[src/rtl/dlsc_demosaic_vng6_pkg.sv]
// Shared constants and helpers for the VNG6 demosaic front end (sequencer and ROM INDEX tables).
package dlsc_demosaic_vng6_pkg;

    localparam int ROWS           = 5;
    localparam int ST_BITS        = 4;
    localparam int CYCLES_DEFAULT = 12;

    localparam logic [1:0] PH_RG = 2'd0;
    localparam logic [1:0] PH_GR = 2'd1;
    localparam logic [1:0] PH_GB = 2'd2;
    localparam logic [1:0] PH_BG = 2'd3;

    typedef enum logic {
        SEQ_IDLE = 1'b0,
        SEQ_RUN  = 1'b1
    } seq_state_e;

    function automatic logic [ST_BITS-1:0] st_next(input logic [ST_BITS-1:0] st_in, input int cycles);
        if (st_in == ST_BITS'(cycles - 1)) begin
            return '0;
        end else begin
            return st_in + ST_BITS'(1);
        end
    endfunction

endpackage

[src/rtl/dlsc_demosaic_vng6_sequencer_if.sv]
// Column handshake between the line buffers (master) and the VNG6 sequencer (slave).
interface dlsc_demosaic_vng6_sequencer_if
    import dlsc_demosaic_vng6_pkg::*;
#(
    parameter int DATA = 8
);
    logic                 in_valid;
    logic                 in_ready;
    logic [ROWS*DATA-1:0] in_data;

    modport master (output in_valid, output in_data, input in_ready);
    modport slave  (input in_valid, input in_data, output in_ready);
endinterface

[src/rtl/dlsc_demosaic_vng6_colcnt.sv]
// Column position, row-width latch, first/last flags and CFA phase tracking, advanced once per column transfer.
module dlsc_demosaic_vng6_colcnt
    import dlsc_demosaic_vng6_pkg::*;
#(
    parameter int XB = 12
) (
    input  logic          clk,
    input  logic          rst,
    input  logic          xfer,
    input  logic [XB-1:0] cfg_width,
    input  logic [1:0]    cfg_phase,
    output logic          out_first,
    output logic          out_last,
    output logic [1:0]    out_phase
);
    logic [XB-1:0] col_q, col_d;
    logic [XB-1:0] width_q, width_d;
    logic          row_par_q, row_par_d;
    logic          started_q, started_d;
    logic          first_q, first_d;
    logic          last_q, last_d;
    logic [1:0]    phase_q, phase_d;

    logic [XB-1:0] width_eff_s;
    logic          row_cur_s;
    logic          last_s;

    // Width is only taken from cfg at column 0; row parity comes from cfg until the first transfer
    always_comb begin
        width_eff_s = (col_q == '0) ? cfg_width : width_q;
        row_cur_s   = started_q ? row_par_q : cfg_phase[1];
        last_s      = (col_q == width_eff_s);
        col_d       = col_q;
        width_d     = width_q;
        row_par_d   = row_par_q;
        started_d   = started_q;
        first_d     = first_q;
        last_d      = last_q;
        phase_d     = phase_q;
        if (xfer) begin
            first_d   = (col_q == '0);
            last_d    = last_s;
            phase_d   = {row_cur_s, cfg_phase[0] ^ col_q[0]};
            width_d   = width_eff_s;
            col_d     = last_s ? '0 : (col_q + XB'(1));
            row_par_d = last_s ? ~row_cur_s : row_cur_s;
            started_d = 1'b1;
        end else begin
            started_d = started_q;
        end
    end

    // Column tracking registers
    always_ff @(posedge clk or posedge rst) begin
        if (rst) begin
            col_q     <= '0;
            width_q   <= '0;
            row_par_q <= 1'b0;
            started_q <= 1'b0;
            first_q   <= 1'b1;
            last_q    <= 1'b0;
            phase_q   <= PH_RG;
        end else begin
            col_q     <= col_d;
            width_q   <= width_d;
            row_par_q <= row_par_d;
            started_q <= started_d;
            first_q   <= first_d;
            last_q    <= last_d;
            phase_q   <= phase_d;
        end
    end

    assign out_first = first_q;
    assign out_last  = last_q;
    assign out_phase = phase_q;

endmodule

[src/rtl/dlsc_demosaic_vng6_sequencer.sv]
// VNG6 feeder: serializes one 5-row column per CYCLES enabled clocks and drives the shared st/clk_en.
// Optional stall statistics are built when DLSC_DEMOSAIC_VNG6_SEQ_STATS_EN is defined.
module dlsc_demosaic_vng6_sequencer
    import dlsc_demosaic_vng6_pkg::*;
#(
    parameter int DATA   = 8,
    parameter int CYCLES = CYCLES_DEFAULT,
    parameter int XB     = 12
) (
    input  logic                          clk,
    input  logic                          rst,
    input  logic [XB-1:0]                 cfg_width,
    input  logic [1:0]                    cfg_phase,
    dlsc_demosaic_vng6_sequencer_if.slave up,
    output logic                          clk_en,
    output logic [ST_BITS-1:0]            st,
    output logic                          push,
    output logic [DATA-1:0]               out_data,
    output logic                          out_first,
    output logic                          out_last,
    output logic [1:0]                    out_phase,
    input  logic                          down_ready
`ifdef DLSC_DEMOSAIC_VNG6_SEQ_STATS_EN
    ,
    input  logic                          stat_clear,
    output logic [31:0]                   stat_starve,
    output logic [31:0]                   stat_backpressure
`endif
);
    logic [ST_BITS-1:0]   st_q, st_d;
    logic [ROWS*DATA-1:0] cap_q, cap_d;
    logic                 push_q, push_d;
    logic [DATA-1:0]      out_data_q, out_data_d;
    seq_state_e           state_s;
    logic                 xfer_s;

    // Handshake and stall are held inactive while reset is asserted
    assign state_s     = (st_q == '0) ? SEQ_IDLE : SEQ_RUN;
    assign clk_en      = !rst && down_ready && ((state_s == SEQ_RUN) || up.in_valid);
    assign up.in_ready = !rst && down_ready && (state_s == SEQ_IDLE);
    assign xfer_s      = up.in_ready && up.in_valid;

    // Sequencer state, captured column and registered push/data outputs
    always_ff @(posedge clk or posedge rst) begin
        if (rst) begin
            st_q       <= '0;
            cap_q      <= '0;
            push_q     <= 1'b0;
            out_data_q <= '0;
        end else begin
            st_q       <= st_d;
            cap_q      <= cap_d;
            push_q     <= push_d;
            out_data_q <= out_data_d;
        end
    end

    // Next state: advance st and capture the column on each enabled cycle
    always_comb begin
        st_d  = st_q;
        cap_d = cap_q;
        if (clk_en) begin
            st_d = st_next(st_q, CYCLES);
            if (xfer_s) begin
                cap_d = up.in_data;
            end else begin
                cap_d = cap_q;
            end
        end else begin
            st_d = st_q;
        end
    end

    // Row 0 bypasses the capture register so it goes out the cycle after the transfer
    always_comb begin
        push_d     = push_q;
        out_data_d = out_data_q;
        if (!clk_en) begin
            push_d = push_q;
        end else if (xfer_s) begin
            push_d     = 1'b1;
            out_data_d = up.in_data[DATA-1:0];
        end else if ((st_q >= ST_BITS'(1)) && (st_q <= ST_BITS'(ROWS - 1))) begin
            push_d     = 1'b1;
            out_data_d = cap_q[st_q*DATA +: DATA];
        end else begin
            push_d = 1'b0;
        end
    end

    assign st       = st_q;
    assign push     = push_q;
    assign out_data = out_data_q;

    dlsc_demosaic_vng6_colcnt #(
        .XB (XB)
    ) u_colcnt (
        .clk       (clk),
        .rst       (rst),
        .xfer      (xfer_s),
        .cfg_width (cfg_width),
        .cfg_phase (cfg_phase),
        .out_first (out_first),
        .out_last  (out_last),
        .out_phase (out_phase)
    );

`ifdef DLSC_DEMOSAIC_VNG6_SEQ_STATS_EN
    logic [31:0] starve_q, starve_d;
    logic [31:0] bp_q, bp_d;

    // Saturating starvation / backpressure counters
    always_comb begin
        starve_d = starve_q;
        bp_d     = bp_q;
        if (stat_clear) begin
            starve_d = '0;
            bp_d     = '0;
        end else begin
            if ((state_s == SEQ_IDLE) && !up.in_valid && down_ready && !(&starve_q)) begin
                starve_d = starve_q + 32'd1;
            end else begin
                starve_d = starve_q;
            end
            if (!down_ready && !(&bp_q)) begin
                bp_d = bp_q + 32'd1;
            end else begin
                bp_d = bp_q;
            end
        end
    end

    // Statistics registers
    always_ff @(posedge clk or posedge rst) begin
        if (rst) begin
            starve_q <= '0;
            bp_q     <= '0;
        end else begin
            starve_q <= starve_d;
            bp_q     <= bp_d;
        end
    end

    assign stat_starve       = starve_q;
    assign stat_backpressure = bp_q;
`endif

endmodule

[src/flat_wrapper.sv]
// flat-port wrapper written by rule: the top's interface ports become plain ports
module dlsc_demosaic_vng6_sequencer_flat import dlsc_demosaic_vng6_pkg::*;
#(
    parameter int DATA   = 8,
    parameter int CYCLES = CYCLES_DEFAULT,
    parameter int XB     = 12
)
  (clk, rst, cfg_width, cfg_phase, clk_en, st, push, out_data, out_first, out_last, out_phase, down_ready, up_in_valid, up_in_data, up_in_ready);
  dlsc_demosaic_vng6_sequencer_if #(.DATA(DATA)) up_i ();
  input  logic clk;
  input  logic rst;
  input  logic [XB-1:0] cfg_width;
  input  logic [1:0] cfg_phase;
  output logic clk_en;
  output logic [ST_BITS-1:0] st;
  output logic push;
  output logic [DATA-1:0] out_data;
  output logic out_first;
  output logic out_last;
  output logic [1:0] out_phase;
  input  logic down_ready;
  input wire logic [$bits(up_i.in_valid)-1:0] up_in_valid;
  input wire logic [$bits(up_i.in_data)-1:0] up_in_data;
  output wire logic [$bits(up_i.in_ready)-1:0] up_in_ready;
  assign up_i.in_valid = up_in_valid;
  assign up_i.in_data = up_in_data;
  assign up_in_ready = up_i.in_ready;
  dlsc_demosaic_vng6_sequencer #(.DATA(DATA), .CYCLES(CYCLES), .XB(XB)) u_core (.clk(clk), .rst(rst), .cfg_width(cfg_width), .cfg_phase(cfg_phase), .up(up_i), .clk_en(clk_en), .st(st), .push(push), .out_data(out_data), .out_first(out_first), .out_last(out_last), .out_phase(out_phase), .down_ready(down_ready));
endmodule
[config.mk]
export PLATFORM = sky130hd
export DESIGN_NAME = dlsc_demosaic_vng6_sequencer_flat
export DESIGN_NICKNAME = d
export VERILOG_FILES = /design/src/rtl/dlsc_demosaic_vng6_pkg.sv /design/src/rtl/dlsc_demosaic_vng6_sequencer_if.sv /design/src/rtl/dlsc_demosaic_vng6_colcnt.sv /design/src/rtl/dlsc_demosaic_vng6_sequencer.sv /design/src/flat_wrapper.sv
export SDC_FILE = /design/constraint.sdc
export NUM_CORES = 1
export LEC_CHECK = 0
export CAP_MARGIN = 20
export CORE_MARGIN = 4
export CORE_UTILIZATION = 45
export CTS_CLUSTER_DIAMETER = 40
export CTS_CLUSTER_SIZE = 14
export DETAILED_ROUTE_END_ITERATION = 8
export HOLD_SLACK_MARGIN = 0.08
export PLACE_DENSITY = 0.7
export SLEW_MARGIN = 20
export SYNTH_ARGS = -nofsm -noshare
export SYNTH_HDL_FRONTEND = slang
export SYNTH_SLANG_ARGS = --single-unit
[constraint.sdc]
create_clock -name clk -period 3 [get_ports clk]
set_clock_uncertainty 0.05 [all_clocks]
set_input_delay 0.6 -clock clk [delete_from_list [all_inputs] [get_ports clk]]
set_output_delay 0.6 -clock clk [all_outputs]
set_load 0.005 [all_outputs]
# Word level (Yosys, flattened, before mapping)
# Index checks and enable logic that the tools add are counted.
# Widths: inputs -> output; s select.
[word_totals]
regBits = 83
in_bits = 58
output_inout_bits = 19
elab_cells = 42
[op_classes]
n_addsub = 2
n_lt_le_gt_ge = 2
n_eq_ne = 2
n_shift = 1
mux = 10
n_bitwise = 2
n_reduce_logical = 12
[op_table]
columns = ["operator", "count"]
rows = [
  ["$shiftx 40x8->8", 1],
  ["$mux 12", 2],
  ["$mux 8", 2],
  ["$add 12x1->12 const B", 1],
  ["$eq 12x12->1", 1],
  ["$logic_not 12->1", 1],
  ["$logic_and 1x1->1", 5],
  ["$mux 1", 5],
  ["$add 4x1->4 const B", 1],
  ["$eq 4x4->1 const B", 1],
  ["$ge 4x1->1 const B", 1],
  ["$le 4x3->1 const B", 1],
  ["$logic_not 4->1", 1],
  ["$mux 4", 1],
  ["$reduce_and 2->1", 2],
  ["$reduce_bool 2->1", 1],
  ["$logic_not 1->1", 1],
  ["$logic_or 1x1->1", 1],
  ["$not 1->1", 1],
  ["$xor 1x1->1", 1],
]

# Logic depth before layout (Yosys ltp)
# Gate-level depths: netlist (run 1).
[depth]
ltp_word = 6
depth_mapped = 10
ltp_nobuf = 8

# Hierarchy
# From an unflattened synthesis (run 1), not the netlist that was laid out.
[hier_totals]
cells_unflattened = 461
area_unflattened_um2 = 4336.7
[by_module_without_submodules]
columns = ["module", "n_inst", "cells_each", "area_per_inst_um2", "seq_area_each_um2"]
rows = [
  ["dlsc_demosaic_vng6_sequencer", 1, 288, 2620.0, 1326.3],
  ["dlsc_demosaic_vng6_colcnt", 1, 173, 1716.6, 752.0],
]

# Least setup slack after synthesis (run 1)
# OpenSTA, ideal clock, no wires.
[synth_path]
kind = "reg2reg"
startpoint = "register u_core.st_q[1], in the netlist u_core.st[1]"
endpoint = "register u_core.u_colcnt.width_q[0]"
setup_time_ns = 0.125
t_arrival_ns = 2.432
required_ns = 2.825
setup_slack_ns = 0.393
path_stages_with_launch = 9
path_buffers = 2
period_less_slack_ns = 2.607
path_cell_list = "dfrtp_1 clkbuf_1 inv_1 ha_1 or3b_4 or3_4 nor2_2 buf_2 mux2_2"
[synth_via]
elab_chain_len = 3
[synth_lines]
columns = ["item", "line_no", "text"]
rows = [
  ["from (decl)", "dlsc_demosaic_vng6_sequencer.sv:30", "logic [ST_BITS-1:0] st_q, st_d;"],
  ["from (signal assigned)", "dlsc_demosaic_vng6_sequencer.sv:51", "st_q <= st_d;"],
  ["$logic_not 4->1", "dlsc_demosaic_vng6_sequencer.sv:38", "assign state_s = (st_q == '0) ? SEQ_IDLE : SEQ_RUN;"],
  ["$logic_and 1x1->1", "dlsc_demosaic_vng6_sequencer.sv:40", "assign up.in_ready = !rst && down_ready && (state_s == SEQ_IDLE);"],
  ["$logic_and 1x1->1", "dlsc_demosaic_vng6_sequencer.sv:41", "assign xfer_s = up.in_ready && up.in_valid;"],
  ["to (signal assigned)", "dlsc_demosaic_vng6_colcnt.sv:65", "width_q <= width_d;"],
  ["to (decl)", "dlsc_demosaic_vng6_colcnt.sv:17", "logic [XB-1:0] width_q, width_d;"],
]
# No other way between the ends.
# A chain may end at the register's enable or synchronous reset.

# Final worst setup path (run 1)
[layout_path]
startpoint = "input rst"
endpoint = "output clk_en"
[layout_via]
elab_chain_len = 3
[layout_lines]
columns = ["item", "line_no", "text"]
rows = [
  ["from (decl)", "flat_wrapper.sv:11", "input logic rst;"],
  ["$logic_not 1->1", "dlsc_demosaic_vng6_sequencer.sv:39", "assign clk_en = !rst && down_ready && ((state_s == SEQ_RUN) || up.in_valid);"],
  ["$logic_and 1x1->1 (2 in series)", "dlsc_demosaic_vng6_sequencer.sv:39", ""],
  ["to (decl)", "flat_wrapper.sv:14", "output logic clk_en;"],
]
# No other way between the ends.

==> results of run 1 <==
-- routing by layer --
layer / track usage (%) / wire [µm]
met1: 24.5 / 4350
met2: 31.0 / 4870
met4: 4.97 / 106
met5: 0 / 0
met3: 3.40 / 548
-- synth_stat cells, types with 2 or more instances --
cell type,count,area [µm²]
ha_1,6,75.1
nor4_2,2,25.0
o22ai_1,11,68.8
nand3b_1,3,22.5
buf_1,6,22.5
buf_6,2,22.5
nor2_2,2,12.5
xnor2_1,9,78.8
nand2_1,140,526
nand3_1,4,20.0
nand2b_1,12,75.1
mux2i_1,26,260
nor3_1,4,20.0
and3_1,3,18.8
nor4_1,2,12.5
o2111ai_1,4,35.0
nor2b_1,8,50.1
nand4_1,3,18.8
nor3b_1,2,15.0
xor2_1,4,35.0
o221ai_1,4,35.0
nor2_1,13,48.8
clkbuf_1,12,45.0
dfrtp_1,82,2050
a22o_1,2,17.5
mux2_2,9,101
inv_1,19,71.3
buf_2,3,15.0
a21oi_1,19,95.1
o21ai_0,23,115
-- power groups by stage --
stage               Clock [mW]  Sequential, mW  Combinational [mW]
finish                   0.794            1.76                1.41
global route             0.860            1.81                1.60
CTS                      0.815            1.75                1.43
detailed placement           0            1.78                1.43
global placement             0            1.76                1.39
floorplan                    0            1.72               0.921
-- worst register-to-register path: stages (launching register included) --
cell and delay [ns]:
dfrtp_1 0.46, inv_1 0.11, ha_1 0.15, nor3b_1 0.36, nand3_2 0.24, nor4_1 0.32
a21oi_1 0.20, nor2_2 0.43, o221ai_1 0.19
-- per-stage QoR --
| stage | cell area (µm²) | setup slack [ns] | hold WS [ns] | instances | utilization (%) |
|---|---|---|---|---|---|
| CTS | 5330 | 0.145 | 0.432 | 648 | 57.9 |
| finish | 5330 | 0.153 | 0.427 | 648 | 57.9 |
| global placement | 5130 | 0.157 | 0.407 | 633 | 55.8 |
| detailed placement | 5130 | 0.146 | 0.412 | 633 | 55.8 |
| global route | 5330 | 0.00325 | 0.459 | 648 | 57.9 |
| floorplan | 4220 | 0.215 | 0.395 | 458 | - |
-- cell families after synthesis --
logic type / Yosys count / synth area share [%]
AND/OR/NAND/NOR: 206 / 22.7
flip-flops: 83 / 49.2
AO/OA/AOI/OAI: 73 / 10.9
multiplexers: 35 / 8.57
buffers and inverters: 42 / 4.18
adder cells (fa/ha/maj): 6 / 1.78
XOR/XNOR: 13 / 2.70
-- state kept, by name (all words and copies together), names as in the netlist --
signal / flops
u_core.u_colcnt.width_q: 12
u_core.st: 4
u_core.cap_q: 40
u_core.u_colcnt.started_q: 1
u_core.out_data: 8
u_core.u_colcnt.out_phase: 2
u_core.u_colcnt.out_last: 1
u_core.u_colcnt.col_q: 12
u_core.u_colcnt.out_first: 1
u_core.push: 1
u_core.u_colcnt.row_par_q: 1
-- worst min-delay path by stage --
| stage | endpoint | cells after the start | start |
|---|---|---|---|
| 2_1_floorplan | u_core.cap_q[16] | 2 | u_core.cap_q[16] |
| 3_3_place_gp | u_core.cap_q[1] | 2 | u_core.cap_q[1] |
| 3_5_place_dp | u_core.cap_q[23] | 2 | u_core.cap_q[23] |
| 4_1_cts | u_core.cap_q[16] | 2 | u_core.cap_q[16] |
| 5_1_grt | u_core.cap_q[38] | 2 | u_core.cap_q[38] |
| 6_report | u_core.cap_q[32] | 2 | u_core.cap_q[32] |
-- cell type report --
type                    count  area share [%]
repair buffers             87            16.3
multi-input cells         333            37.1
well taps                 111            2.61
clock inverters             4           0.963
inverters                  19            1.36
clock buffers              11            2.65
flip-flops and latches     83            39.0
==> run metrics, run 1 <==
critical-path maximum fanout 5; Die H 105 µm; Switching Fraction approximately 34%; RR Endpoint u_core.u_colcnt.col_q[3]; n_diodes 0; HPWL Detailed 6.98 mm; fmax 351 MHz; Switching Power around 1.3 mW; CP arrival 2.20 ns; Crit path top cell by count clkdlybuf4s50_1; RSZ-0062 raised after global routing no; status finished clean; area of the multi-input gates 1980 µm²; Seq pwr share between 40% and 50%; total track usage 18.4%; Post-Syn Area per Cell 9.22 µm²; CP Cell Sequence clkdlybuf4s50_1 > nand2b_1 > or2_2 > inv_1 > clkdlybuf4s50_1; Crit-path slowest cell clkdlybuf4s50_1; max_slew headroom 54.4%; ys flop type dfrtp_1; Final Hold Viols 0; Crit. End Element output port; crit-path leading delay family buffers and inverters; worst slew pin tran about 0.7 ns; # clock sinks 83; grt ovf 0; CP max stage delay 0.50 ns; max cap viols 0; port bufs 76; EDFF count, synth 0; Worst-Skew Late Latency between 0.3 and 0.4 ns; die area 11000 µm²; FF/Latch Area 2080 µm²; largest net degree at the start of global routing 67; Syn Inst Count 458; Reg2Reg Depth 8; synth unique cells 49; sequential fraction of the synthesis area just under 50%; Post-Syn Area 4220 µm²; Post-CTS Setup Inserts 0; internal power 2.62 mW; Final Max Slew Viols 0; maximum vdd ir drop about 330 µV; Area Overhead vs Synth 26.2%; Overall Power 3.96 mW; reg2reg start u_core.u_colcnt.col_q[1]; CTS tree done; number of global-route vias before repair 3488; Post-CTS Hold Buffers 0; vias post-DR 3485; Ys Warns 0; H-tree levels 3; initial DRC count 141; Critical Path End clk_en; syn_nets 522; ANT nets after route 0; CP Class in -> out; 1st-pass router iterations 4; CTS root buf clkbuf_8; starting utilization of the core area 45.9%; WP data required 2.35 ns; setup_tns 0 ns; clock-pin slew on the worst setup and hold paths 0.08 ns; area of the core 9200 µm²; most common cell after layout, fill and taps aside nand2_1; I/O pins 77; cell row count 35; fraction of layout cells with a size suffix above 1 a little under a tenth; vias per inst between 5 and 6; Final min period 2.85 ns; CTS Buffer Depth 2; clock power share roughly a fifth; chip width approximately 100 µm; Worst Setup Start Kind input port; Routed WL per cell around 15 µm; Bufs and invs on worst path 3; fraction of registers with async set/reset 100%; min-delay worst type reg -> reg; initial antenna violation count 0; Final period util 94.9%; routability cong. 0.872; Comb pwr share 35.6%; FF-to-FF setup slack 0.36 ns; final WL about 10 mm; pwr dens about 740 nW/µm²; commonest non-fill, non-tap cells in the layout nand2_1 (140), dfrtp_1 (82), clkdlybuf4s50_1 (76), mux2i_1 (26), o21ai_0 (23); DRC viols 0; first-pass GRT wire length around 17 mm; fillers between 800 and 900; Resize count post-CTS 0; Final Setup Violations 0; FF+latch count, synth 83; Levels on crit path 5; total CTS buffers 9; Pleak 2.44 nW; Final nets 597; CP Launch Point rst
Power figures use the tool's default switching activity.
==> inputs of run 2 (changes only) <==
REMOVE_ABC_BUFFERS = 1   (was default)
==> run 2 against run 1 <==
Register-to-register slack got worse by 0.09 ns. Hold slack improved by 0.0026 ns. Combinational power barely moved. Die area did not move. Sequential cell count did not move. Final area rose by 0.35%. Cell count rose by 0.46%. Wire length rose by 1.1%.
==> run metrics, run 2 (synthesis results as in run 1) <==
status finished clean; fmax 352 MHz (+0.22%); clock-pin slew on the worst setup and hold paths 0.09 ns (about the same); Die H 105 µm (unchanged); Final nets 599 (+0.34%); Final Hold Viols 0 (unchanged); routability cong. 0.844 (-3.3%); Area Overhead vs Synth 26.6%; initial DRC count 115 (-18%); Hold Slack 0.429 ns (+0.00256 ns); CP Cell Sequence inv_1 > ha_1 > or3b_4 > nor2_1 > or2_2 > inv_1 > clkdlybuf4s50_1; CTS Buffer Depth 2 (unchanged); grt ovf 0 (unchanged); Crit. End Element output port; min-delay worst type reg -> reg; max cap viols 0 (unchanged); CP Class reg -> out; vias per inst 5.36 (-0.26%); Top reg by flops u_core.cap_q; Post-CTS Hold Buffers 0 (unchanged); Final min period 2.84 ns (-0.00615 ns); commonest non-fill, non-tap cells in the layout nand2_1 (140), dfrtp_1 (82), clkdlybuf4s50_1 (76), mux2i_1 (26), o21ai_0 (23); n_diodes 0 (unchanged); Crit path top cell by count inv_1; max_slew headroom 52.6% (-1.8 points); Switching Fraction 36.0% (+2.1 points); H-tree levels 3 (unchanged); Final period util 94.7% (-0.20 points); Regs by FF count u_core.cap_q (40), u_core.u_colcnt.col_q (12), u_core.u_colcnt.width_q (12); Largest register FFs 40 (unchanged); critical-path maximum fanout 4 (-1); fraction of layout cells with a size suffix above 1 9.81% (+0.69 points); maximum vdd ir drop 303 µV (-7.3%); area of the core 9200 µm² (unchanged); CTS root buf clkbuf_8; die area 11000 µm² (unchanged); RSZ-0062 raised after global routing no; port bufs 76 (unchanged); fin util 58.1% (+0.20 points); Comb pwr share 35.9% (+0.3 points); # clock sinks 83 (unchanged); crit-path leading delay family buffers and inverters; Pleak 2.44 nW (about the same); Final Max Slew Viols 0 (unchanged); fillers 811 (-3.0%); first-pass GRT wire length 17.3 mm (+2.8%); largest net degree at the start of global routing 84 (+25%); CP max stage delay 0.50 ns (about the same); chip width 105 µm (unchanged); worst slew pin tran 0.709 ns (+0.0269 ns); starting utilization of the core area 45.9% (unchanged); CP arrival 2.19 ns (about the same); I/O pins 77 (unchanged); HPWL Detailed 6.91 mm (-1.1%); Resize count post-CTS 0 (unchanged); DRC viols 0 (unchanged); most common cell after layout, fill and taps aside nand2_1; Routed WL per cell 15.3 µm (+0.63%); final worst setup slack 0.159 ns (+0.00615 ns); initial antenna violation count 0 (unchanged); total CTS buffers 9 (unchanged); Worst-Skew Late Latency 0.37 ns (+0.03 ns); clock power share 19.5% (-0.5 points); Crit-path slowest cell clkdlybuf4s50_1; Bufs and invs on worst path 3 (unchanged); Worst Setup Start Kind flip-flop; WP data required 2.35 ns (about the same); Post-CTS Setup Inserts 0 (unchanged); Switching Power 1.42 mW (+6.0%); 1st-pass router iterations 4 (unchanged); vias post-DR 3492 (+0.20%); CTS tree done; Seq pwr share 44.7% (+0.4 points); Final Setup Violations 0 (unchanged); total track usage 19.2% (+0.73 points); final WL 9.99 mm (+1.1%); pwr dens 740 nW/µm² (-0.49%); number of global-route vias before repair 3572 (+2.4%); dpl ws 0.152 ns (+0.00629 ns); internal power 2.53 mW (-3.3%); cell row count 35 (unchanged); ANT nets after route 0 (unchanged)
==> run 2: cell count changes in the layout (fill, tap and decap cells not counted) <==
cell        change
clkbuf_1        -1
buf_12          +1
bufinv_16       -1
clkbuf_8        -1
clkinvlp_4      +2
inv_8           +1
buf_4           +1
clkinv_2        -1
inv_6           +2
==> run 2: tightest hold or removal path, stage by stage (launching register included) <==
cell,delay (ns)
dfrtp_1,0.35
nand2_1,0.05
nand2_1,0.05
==> run 2: area by class of cell <==
cell class	instances	area (µm²)	area share (%)
inverter	19	72.6	1.36
clock inverter	7	60.1	1.12
sequential	83	2080	38.9
multi-input combinational	333	1980	37.0
clock buffer	9	124	2.32
tap	111	139	2.60
timing repair buffer	89	896	16.8
==> run 2: final timing paths <==
path                                             endpoint                      from  cells after the start  slack, ns
min in group asynchronous                u_core.cap_q[38]                       rst                      3       0.63
max in group asynchronous       u_core.u_colcnt.out_first                       rst                      3       1.91
worst max-delay path                               clk_en              u_core.st[1]                      7       0.16
worst max register to register   u_core.u_colcnt.col_q[3]  u_core.u_colcnt.col_q[1]                      8       0.27
worst min register to register           u_core.cap_q[36]          u_core.cap_q[36]                      2       0.43
worst min-delay path                     u_core.cap_q[36]          u_core.cap_q[36]                      2       0.43
==> run 2: power by group through the flow <==
stage | Sequential (mW) | Clock [mW] | Combinational (mW)
after detailed placement | 1.78 | 0 | 1.42
after floorplan | 1.81 | 0 | 0.785
after CTS | 1.76 | 0.790 | 1.43
after global routing | 1.82 | 0.841 | 1.61
final | 1.77 | 0.770 | 1.42
after global placement | 1.76 | 0 | 1.38
==> run 2: metrics by stage <==
step           area (µm²)  std cells  TNS (ns)  power, mW
2_1_floorplan        4120        435   -120.47       2.60
3_3_place_gp         5160        635         0       3.14
3_5_place_dp         5160        635         0       3.21
4_1_cts              5350        651         0       3.98
5_1_grt              5350        651         0       4.26
6_report             5350        651         0       3.95
==> run 2: per-layer routing <==
| metal | routed length (µm) | vias up | GRT usage [%] |
|---|---|---|---|
| met5 | 0 | - | 0 |
| met4 | 160 | 0 | 7.40 |
| met3 | 575 | 11 | 3.58 |
| met2 | 4670 | 96 | 30.6 |
| met1 | 4580 | 1681 | 25.9 |
| li1 | - | 1704 | - |
==> inputs of run 3 (changes only) <==
GPL_TIMING_DRIVEN = 0   (was default)
==> run 3 against run 2 <==
Critical endpoint is now u_core.u_colcnt.width_q[1]. Largest power group unchanged. Wire length is 0.85% lower. Non-clock buffer count did not move. Die area stayed put. Clock-buffer cell count unchanged. Via count is 0.49% higher. Combinational power fell by 5%. Sequential share of layout area shrank 0.10 points. Total power rose by 1.7%. Worst setup slack improved by 0.072 ns. Sequential cell count did not move. First-iteration DRC count is 31% higher. Cell count did not move.
==> run metrics, run 3 (synthesis results as in run 1) <==
max cap viols 0 (unchanged); area of the core 9200 µm² (unchanged); n_diodes 0 (unchanged); Final period util 92.3% (-2.4 points); CP max stage delay 0.59 ns (+0.09 ns); DRC viols 0 (unchanged); number of global-route vias before repair 3581 (+0.25%); CTS root buf clkbuf_8; fmax 361 MHz (+2.6%); die area 11000 µm² (unchanged); Final nets 599 (unchanged); cell row count 35 (unchanged); largest net degree at the start of global routing 57 (-32%); most common cell after layout, fill and taps aside nand2_1; grt ovf 0 (unchanged); starting utilization of the core area 45.9% (unchanged); Top reg by flops u_core.cap_q; commonest non-fill, non-tap cells in the layout nand2_1 (140), dfrtp_1 (79), clkdlybuf4s50_1 (75), mux2i_1 (26), o21ai_0 (23); Reg2Reg Depth 6 (-2); vias post-DR 3509 (+0.49%); Largest register FFs 40 (unchanged); total CTS buffers 9 (unchanged); worst slew pin tran 0.728 ns (+0.0186 ns); CTS tree done; fillers 802 (-1.1%); initial antenna violation count 0 (unchanged); Post-CTS Hold Buffers 0 (unchanged); total track usage 19.1% (-0.047 points); Die H 105 µm (unchanged); final WL 9.90 mm (-0.85%); fraction of layout cells with a size suffix above 1 10.7% (+0.93 points); Crit-path slowest cell or3_4; Crit. End Element flip-flop; status finished clean; RR Endpoint u_core.u_colcnt.width_q[1]; Regs by FF count u_core.cap_q (40), u_core.u_colcnt.col_q (12), u_core.u_colcnt.width_q (12); chip width 105 µm (unchanged); Worst Setup Start Kind flip-flop; first-pass GRT wire length 17.1 mm (-0.76%); FF-to-FF setup slack 0.23 ns (-0.04 ns); CP Launch Point u_core.st[0]; reg2reg start u_core.st[0]; Critical Path End u_core.u_colcnt.width_q[1]; # clock sinks 83 (unchanged); I/O pins 77 (unchanged); pwr dens 748 nW/µm² (+1.1%); CP arrival 2.96 ns (+0.77 ns); Final Max Slew Viols 0 (unchanged); WP data required 3.19 ns (+0.84 ns); max_slew headroom 51.5% (-1.1 points); Area Overhead vs Synth 27.4%; Pleak 2.47 nW (+1.4%); DP Area 5100 µm² (-1.2%); CP Cell Sequence inv_2 > ha_1 > or3b_4 > or3_4 > nor2_4 > mux2_2; maximum vdd ir drop 375 µV (+24%); ANT nets after route 0 (unchanged); Final Hold Viols 0 (unchanged); Final Setup Violations 0 (unchanged); Overall Power 4.02 mW (+1.7%); RSZ-0062 raised after global routing no; CP Class reg -> reg; routability cong. 0.796 (-5.7%); HPWL Detailed 6.90 mm (-0.11%); vias per inst 5.39 (+0.49%); H-tree levels 3 (unchanged); port bufs 76 (unchanged); CTS Buffer Depth 2 (unchanged); initial DRC count 151 (+31%); 1st-pass router iterations 5 (+1); final instance area 5380 µm² (+0.56%); Final min period 2.77 ns (-0.0721 ns); Routed WL per cell 15.2 µm (-0.85%); min-delay worst type reg -> reg; critical-path maximum fanout 56 (+52); clock-pin slew on the worst setup and hold paths 0.09 ns (about the same); Worst-Skew Late Latency 0.36 ns (about the same)
## run 3: cell count changes in the layout (fill, tap and decap cells not counted), sizes merged
cell / delta
clkinv: +2
clkinvlp: -3
dlymetal6s2s: +1
bufinv: +1
clkdlybuf4s50: -1
## run 3: final cells by class
cell class | count | area (µm²) | share of cell area (%)
tap | 111 | 139 | 2.58
sequential | 83 | 2080 | 38.8
clock inverter | 7 | 86.3 | 1.61
inverter | 19 | 73.8 | 1.37
clock buffer | 9 | 124 | 2.30
timing repair buffer | 89 | 885 | 16.5
multi-input combinational | 333 | 1980 | 36.9
## run 3: critical path: cells and delay by family, from the launching register on
family | cells | cell delay, ns
AND/OR/NAND/NOR | 3 | 1.45
flip-flops | 1 | 0.50
adder cells (fa/ha/maj) | 1 | 0.16
buffers and inverters | 1 | 0.08
multiplexers | 1 | 0.39
## run 3: worst min-delay path by stage
stage	start	endpoint	slack, ns	depth (start not counted)
after floorplan	u_core.cap_q[16]	u_core.cap_q[16]	0.39	2
after global placement	u_core.cap_q[2]	u_core.cap_q[2]	0.41	2
after detailed placement	u_core.cap_q[5]	u_core.cap_q[5]	0.41	2
after CTS	u_core.cap_q[16]	u_core.cap_q[16]	0.43	2
after global routing	u_core.cap_q[20]	u_core.cap_q[20]	0.45	2
final	u_core.cap_q[16]	u_core.cap_q[16]	0.43	2
## run 3: metal layers
metal	vias up	wire, µm	GRT usage, %
met5	-	0	0
met4	0	163	6.75
met3	13	530	5.19
met2	91	4650	31.0
met1	1705	4560	24.7
li1	1700	-	-
## run 3: where the power goes
group / switching [mW] / leakage, nW / internal, mW
clock: 0.443 / 0.107 / 0.399
combinational: 0.651 / 1.33 / 0.703
sequential: 0.308 / 1.04 / 1.52
total: 1.40 / 2.47 / 2.62
## run 3: through the flow
step           setup TNS [ns]  hold WS, ns  cells  setup WS, ns  util, %
2_1_floorplan         -120.47        0.395    435         -2.51        -
3_3_place_gp          -340.94        0.406    622         -4.56     54.5
3_5_place_dp            -7.24        0.412    629        -0.488     55.5
4_1_cts                     0        0.434    648        0.0168     58.2
5_1_grt                     0        0.450    651        0.0771     58.5
6_report                    0        0.430    651         0.231     58.5
## run 3: repair_timing
item                       CTS  global route
setup endpoints to repair   29             1
gates resized for setup      7             2
pin swaps                    0             1
setup buffers                3             3
